<file path="config.mk">
export PLATFORM = sky130hd
export DESIGN_NAME = seq_scan_ctrl
export DESIGN_NICKNAME = d
export VERILOG_FILES = /design/src/rtl/seq_scan_ctrl.sv
export SDC_FILE = /design/constraint.sdc
export NUM_CORES = 1
export LEC_CHECK = 0
export ABC_AREA = 1
export BUFFER_PORTS_ARGS = -buffer_cell sky130_fd_sc_hd__buf_2
export CAP_MARGIN = 20
export CORE_MARGIN = 2
export CORE_UTILIZATION = 57
export CTS_BUF_LIST = sky130_fd_sc_hd__clkbuf_8
export DETAILED_ROUTE_END_ITERATION = 12
export GPL_TIMING_DRIVEN = 0
export PLACE_DENSITY = 0.81
export SYNTH_ARGS = -nofsm -noshare
export SYNTH_HDL_FRONTEND = slang
export SYNTH_SLANG_ARGS = --single-unit
</file>
<file path="constraint.sdc">
create_clock -name clock -period 1.9 [get_ports clock]
set_input_delay 0.19 -clock clock [delete_from_list [all_inputs] [get_ports clock]]
set_output_delay 0.19 -clock clock [all_outputs]
set_load 0.05 [all_outputs]
</file>
<file path="src/rtl/seq_scan_ctrl.sv">
// seq_scan_ctrl
//   Sequences a serial 0110 Moore detector over a parallel word. A start
//   captures data_in, pulses the detector reset for one cycle and shifts the
//   word out MSB-first. The detector output for each bit is sampled one cycle
//   after that bit is presented. The block reports the hit count, the first
//   hit position and a found flag, then pulses done.
//
// Ports
//   clock        rising-edge clock
//   reset        synchronous, active-high
//   start        scan request, accepted in IDLE or DONE
//   abort        cancel an in-progress scan (priority over start)
//   data_in      word to scan, captured on the accepting edge
//   busy         high in CLEAR, SHIFT and DRAIN (registered)
//   done         one-cycle pulse, results valid
//   det_reset    detector reset (registered)
//   det_seq      detector serial input
//   det_hit      detector Moore output
//   match_count  saturating hit count of the last scan
//   first_pos    bit index of the first hit (0 = MSB)
//   found        at least one hit in the last scan
module seq_scan_ctrl #(
  parameter int unsigned WIDTH = 16,
  parameter int unsigned POS_W = 4,
  parameter int unsigned CNT_W = 5
) (
  input  logic             clock,
  input  logic             reset,
  input  logic             start,
  input  logic             abort,
  input  logic [WIDTH-1:0] data_in,
  output logic             busy,
  output logic             done,
  output logic             det_reset,
  output logic             det_seq,
  input  logic             det_hit,
  output logic [CNT_W-1:0] match_count,
  output logic [POS_W-1:0] first_pos,
  output logic             found
);

  typedef enum logic [2:0] {
    S_IDLE,
    S_CLEAR,
    S_SHIFT,
    S_DRAIN,
    S_DONE
  } state_t;

  state_t             r_state;
  state_t             w_next;
  logic [WIDTH-1:0]   r_shift;
  logic [POS_W-1:0]   r_idx;
  logic [CNT_W-1:0]   r_count;
  logic [POS_W-1:0]   r_first;
  logic               r_found;
  logic               r_busy;
  logic               r_det_reset;
  logic               r_rst_q;

  logic               w_accept;
  logic               w_abort;
  logic               w_sample;
  logic               w_last;
  logic [POS_W-1:0]   w_pos;
  logic               w_done;
  logic               w_det_seq;

  // Next-state and per-cycle control decode.
  always_comb begin
    w_next    = r_state;
    w_accept  = 1'b0;
    w_abort   = 1'b0;
    w_sample  = 1'b0;
    w_pos     = '0;
    w_last    = (r_idx == POS_W'(WIDTH - 1));
    w_done    = 1'b0;
    w_det_seq = 1'b0;
    case (r_state)
      S_IDLE, S_DONE: begin
        w_done = (r_state == S_DONE);
        if (start && !abort) begin
          w_accept = 1'b1;
          w_next   = S_CLEAR;
        end else begin
          w_next = S_IDLE;
        end
      end
      S_CLEAR: begin
        if (abort) begin
          w_abort = 1'b1;
          w_next  = S_IDLE;
        end else begin
          w_next = S_SHIFT;
        end
      end
      S_SHIFT: begin
        w_det_seq = r_shift[WIDTH-1];
        if (abort) begin
          w_abort = 1'b1;
          w_next  = S_IDLE;
        end else begin
          // The detector output seen now belongs to the previous bit.
          w_sample = (r_idx != '0);
          w_pos    = r_idx - POS_W'(1);
          if (w_last) w_next = S_DRAIN;
        end
      end
      S_DRAIN: begin
        if (abort) begin
          w_abort = 1'b1;
          w_next  = S_IDLE;
        end else begin
          w_sample = 1'b1;
          w_pos    = POS_W'(WIDTH - 1);
          w_next   = S_DONE;
        end
      end
      default: w_next = S_IDLE;
    endcase
  end

  always_ff @(posedge clock) begin
    if (reset) r_state <= S_IDLE;
    else       r_state <= w_next;
  end

  // Detector reset is held one extra cycle after reset drops so the
  // detector leaves reset cleanly after the controller does.
  always_ff @(posedge clock) begin
    r_rst_q <= reset;
    if (reset) begin
      r_det_reset <= 1'b1;
      r_busy      <= 1'b0;
    end else begin
      r_det_reset <= r_rst_q | w_abort | (w_next == S_CLEAR);
      r_busy      <= (w_next == S_CLEAR) || (w_next == S_SHIFT) ||
                     (w_next == S_DRAIN);
    end
  end

  always_ff @(posedge clock) begin
    if (reset) begin
      r_shift <= '0;
      r_idx   <= '0;
      r_count <= '0;
      r_first <= '0;
      r_found <= 1'b0;
    end else if (w_accept) begin
      r_shift <= data_in;
      r_idx   <= '0;
      r_count <= '0;
      r_first <= '0;
      r_found <= 1'b0;
    end else if (w_abort) begin
      r_count <= '0;
      r_first <= '0;
      r_found <= 1'b0;
    end else begin
      if (r_state == S_SHIFT) begin
        r_shift <= {r_shift[WIDTH-2:0], 1'b0};
        r_idx   <= r_idx + POS_W'(1);
      end
      if (w_sample && det_hit) begin
        if (r_count != '1) r_count <= r_count + CNT_W'(1);
        if (!r_found) begin
          r_found <= 1'b1;
          r_first <= w_pos;
        end
      end
    end
  end

  assign busy        = r_busy;
  assign det_reset   = r_det_reset;
  assign done        = w_done;
  assign det_seq     = w_det_seq;
  assign match_count = r_count;
  assign first_pos   = r_first;
  assign found       = r_found;

endmodule

</file>
**Word level (Yosys, flattened, before mapping)**

Cells that the tools add are included.

- Flip-flop bits (word level): 36
- Output and inout port bits: 14

- $add $sub $neg: 3
- Eq/ne operators: 10
- Multiplexer cells: 21
- Bitwise operators: 4
- Reduce and logical (&&, ||, !) cells: 16

Operators by type and width:

| kind | count |
|---|---|
| $mux W16 | 3 |
| $eq A3 B2 Y1 const B | 4 |
| $pmux W3 S4 | 1 |
| $mux W1 | 9 |
| $mux W3 | 3 |
| $mux W4 | 2 |
| $pmux W4 S2 | 1 |
| $reduce_and A2 Y1 | 4 |
| $eq A3 B1 Y1 const B | 2 |
| $reduce_or A3 Y1 | 2 |
| $add A5 B1 Y5 const B | 1 |
| $ne A5 B5 Y1 const B | 1 |
| $add A4 B1 Y4 const B | 1 |
| $eq A4 B4 Y1 const B | 1 |
| $reduce_bool A4 Y1 | 1 |
| $reduce_or A2 Y1 | 2 |
| $sub A4 B1 Y4 const B | 1 |
| $eq A3 B3 Y1 const B | 1 |
| $logic_not A3 Y1 | 1 |
| $logic_and A1 B1 Y1 | 2 |
| $logic_or A1 B1 Y1 | 2 |
| $mux W2 | 1 |
| $ne A2 B2 Y1 const B | 1 |
| $not A1 Y1 | 2 |
| 4 further kinds | 5 |

**Logic depth before layout (Yosys ltp)**

- Word-level depth: 7
- Mapped depth: 9
- Gate-level depth less buffers: 9

**Worst setup path after synthesis**

No wires, ideal clock.

- Path kind: register -> register
- From: reg r_count[0] (netlist: match_count[0])
- To: reg r_count[2] (netlist: match_count[2])
- Library setup time: 0.070 ns
- Arrival: 1.645 ns
- Path slack: 0.185 ns
- Cell stages (with the launch flop): 9
- Path buffers: 0
- Cells stage by stage: dfxtp_1 ha_1 nand2_1 nor2_1 ha_1 inv_1 nand3_1 nand2_1 a21oi_1

- Cells in the longest elaborated chain, start to end: 2
- Elaborated cells between the ends (all ways): 3
- Classes of those cells: add/sub: 1; eq/ne: 1; reduce/logical: 1

Ends and longest elaborated chain:

| what | RTL line | source |
|---|---|---|
| start, declared | 54 | `logic [CNT_W-1:0] r_count;` |
| start signal, assigned | 165 | `if (r_count != '1) r_count <= r_count + CNT_W'(1);` |
| branches (longest 2 deep; another with $add A5 B1 Y5) | n/a |  |

Parallel ways; which one is timed is not known.
A chain may end at the register's enable or synchronous reset.

**Final worst setup path**

- From: reg r_count[0] (netlist: match_count[0])
- To: reg r_count[0] (netlist: match_count[0])

The elaborated chain is that of the path after synthesis.

==> run metrics <==
clock latency on the worst-skew pair 0.28 ns; 1st-iter DRT viols between 100 and 150; DRC viols 0; Pleak 1.06 nW; final hold violation count 0; crit end category flop; total power 1.52 mW; die height 61.8 microns; WP data arrival 1.71 ns; CTS Buf Count 5; Max transition margin between 70% and 80%; Site Rows 20; register area share after synthesis 37.8%; crit-path cells ha_1, nand2_1, nor2_1, ha_1, inv_1, nand3_1, nand2_1, a21oi_1; WP data required ~2.1 ns; startpoint types flop; first-pass GRT wire length 6280 microns; Synthesis Warnings 0; Remaining Overflow, GRT 0; TNS Setup 0 ns; Final #Nets 347; initial core utilization 60.9%; number of fillers in the final layout around 290; reg2reg path depth 8; routed vias/inst about 5; Final Cycle Share between 80% and 90%; RSZ-0062 raised after global routing no; most frequent cells in the layout nand2_1, dfxtp_1, inv_1, buf_2, nor2_1; PortBufs 34; crit-path max cell delay 0.36 ns; Sink Count 36; Mapped Area 1910 sq um; drt pass-1 iters 4; WHS Endpoint r_rst_q$_DFF_P_; drt wl/cell 10.6 microns; register bit total from synthesis 36; routability cong. 0.820; Final Max Slew Viols 0; peak supply drop 483 uV; root buf cell clkbuf_8; cts hold-fix bufs 0; Routed WL 3840 microns; Worst-Margin Slew 0.447 ns; post-CTS sizing 0; Area growth syn-to-layout 15.4%; gr usage total 22.4%; # IOs 35; crit path max fanout 6; R2R Setup Slk 0.36 ns; commonest non-fill, non-tap cell in the layout nand2_1; hold path cells 1; min cycle time layout roughly 1.5 ns; endpoints failing setup 0; die width about 60 microns; largest net degree at the start of global routing 11; Crit-path slowest cell dfxtp_1; Reg-to-Reg Start match_count[0]$_SDFFE_PP0P_; Cells after Synth 280; DR vias 1770; worst hold path type input pin to flop; Syn Area/Cell 6.81 sq um; reg2reg end match_count[0]$_SDFFE_PP0P_; antenna violations before repair 0; pwr/cell area 689 nW/um^2; vias in the first global route 1488; die footprint around 3800 sq um; Post-CTS Setup Inserts 0; Antenna Nets Post-Route 0; Syn Nets between 300 and 400; Max Clk Rate 0.650 GHz; H-Tree Depth 2; worst hold path startpoint reset; Final Util 70.3%; Diodes inserted 0; CP Class flop to flop; status complete, no violations; Max-cap violations 0; share of layout cells above drive strength 1 between 20 and 30%; CTS Buffer Depth 2; hpwl dp 2840 microns; Core Area approximately 3100 sq um; clk_skew 0.00316 ns; TritonCTS clock tree yes; Netlist cell types 24; Reg clk slew, reported paths about 0.060 ns
==> cells by family after synthesis <==
family / synth area share, %
adder cells (fa/ha/maj): 3.28
AND/OR/NAND/NOR: 38.3
AO/OA/AOI/OAI: 8.54
flip-flops: 37.8
XOR/XNOR: 0.919
buffers and inverters: 11.2
==> sequential cells by signal, summed over array words and instances (netlist names) <==
signal,count
r_shift,16
match_count,5
first_pos,4
r_idx,4
r_state,3
busy,1
det_reset,1
found,1
r_rst_q,1
==> power breakdown <==
part / internal, mW / total [mW] / switching (mW)
sequential: 0.788 / 0.800 / 0.0117
combinational: 0.0928 / 0.238 / 0.146
clock: 0.236 / 0.478 / 0.242
total: 1.12 / 1.52 / 0.399
==> worst max-delay path by stage <==
stage / startpoint / end
after CTS: match_count[0]$_SDFFE_PP0P_ / match_count[0]$_SDFFE_PP0P_
after global placement: match_count[0]$_SDFFE_PP0P_ / match_count[0]$_SDFFE_PP0P_
after global routing: match_count[0]$_SDFFE_PP0P_ / match_count[1]$_SDFFE_PP0P_
after floorplan: match_count[0]$_SDFFE_PP0P_ / match_count[2]$_SDFFE_PP0P_
after detailed placement: match_count[0]$_SDFFE_PP0P_ / match_count[0]$_SDFFE_PP0P_
final: match_count[0]$_SDFFE_PP0P_ / match_count[0]$_SDFFE_PP0P_
==> cell usage after synthesis <==
cell type	n	area (sq um)
ha_1	5	62.6
nor3b_1	1	7.51
nand3_2	3	30.0
o21ai_0	11	55.1
nand4_1	3	18.8
buf_12	1	20.0
o21ai_1	7	35.0
o211ai_1	1	7.51
buf_2	1	5.00
nor2_2	25	156
xnor2_1	1	8.76
nand3_1	16	80.1
a21oi_1	13	65.1
nor2_4	2	22.5
clkbuf_1	1	3.75
nor2_1	29	109
nand2_1	78	293
buf_4	2	15.0
xor2_1	1	8.76
dfxtp_1	36	721
inv_1	35	131
inv_2	4	15.0
nand2_2	2	12.5
buf_6	2	22.5
==> layer usage <==
layer	track usage, %	share of wire, %
met1	28.3	47
met2	36.5	47
met3	7.04	3.9
met4	6.99	1.2
met5	0	0
==> critical path: cells and delay by family (launching register included) <==
family                   cells  cell delay (ns)
AND/OR/NAND/NOR              4             0.44
adder cells (fa/ha/maj)      2             0.40
AO/OA/AOI/OAI                1             0.06
buffers and inverters        1             0.16
flip-flops                   1             0.36
==> stage by stage <==
| step | instances | area [sq um] | hold WS, ns | worst slack [ns] |
|---|---|---|---|---|
| global route | 363 | 2200 | 0.105 | 0.208 |
| CTS | 363 | 2200 | 0.107 | 0.366 |
| global placement | 358 | 2130 | 0.399 | 0.422 |
| finish | 363 | 2200 | 0.118 | 0.361 |
| floorplan | 280 | 1910 | 0.218 | 0.185 |
| detailed placement | 358 | 2130 | 0.403 | 0.388 |
==> layout make-up <==
cell class / count / area [sq um] / area share (%)
Clock buffer: 5 / 68.8 / 3.13
Timing Repair Buffer: 34 / 170 / 7.74
Sequential cell: 36 / 721 / 32.8
Multi-Input combinational cell: 198 / 972 / 44.2
Inverter: 39 / 146 / 6.66
Buffer: 7 / 66.3 / 3.01
Tap cell: 44 / 55.1 / 2.50
(Power assumes the default switching activity.)
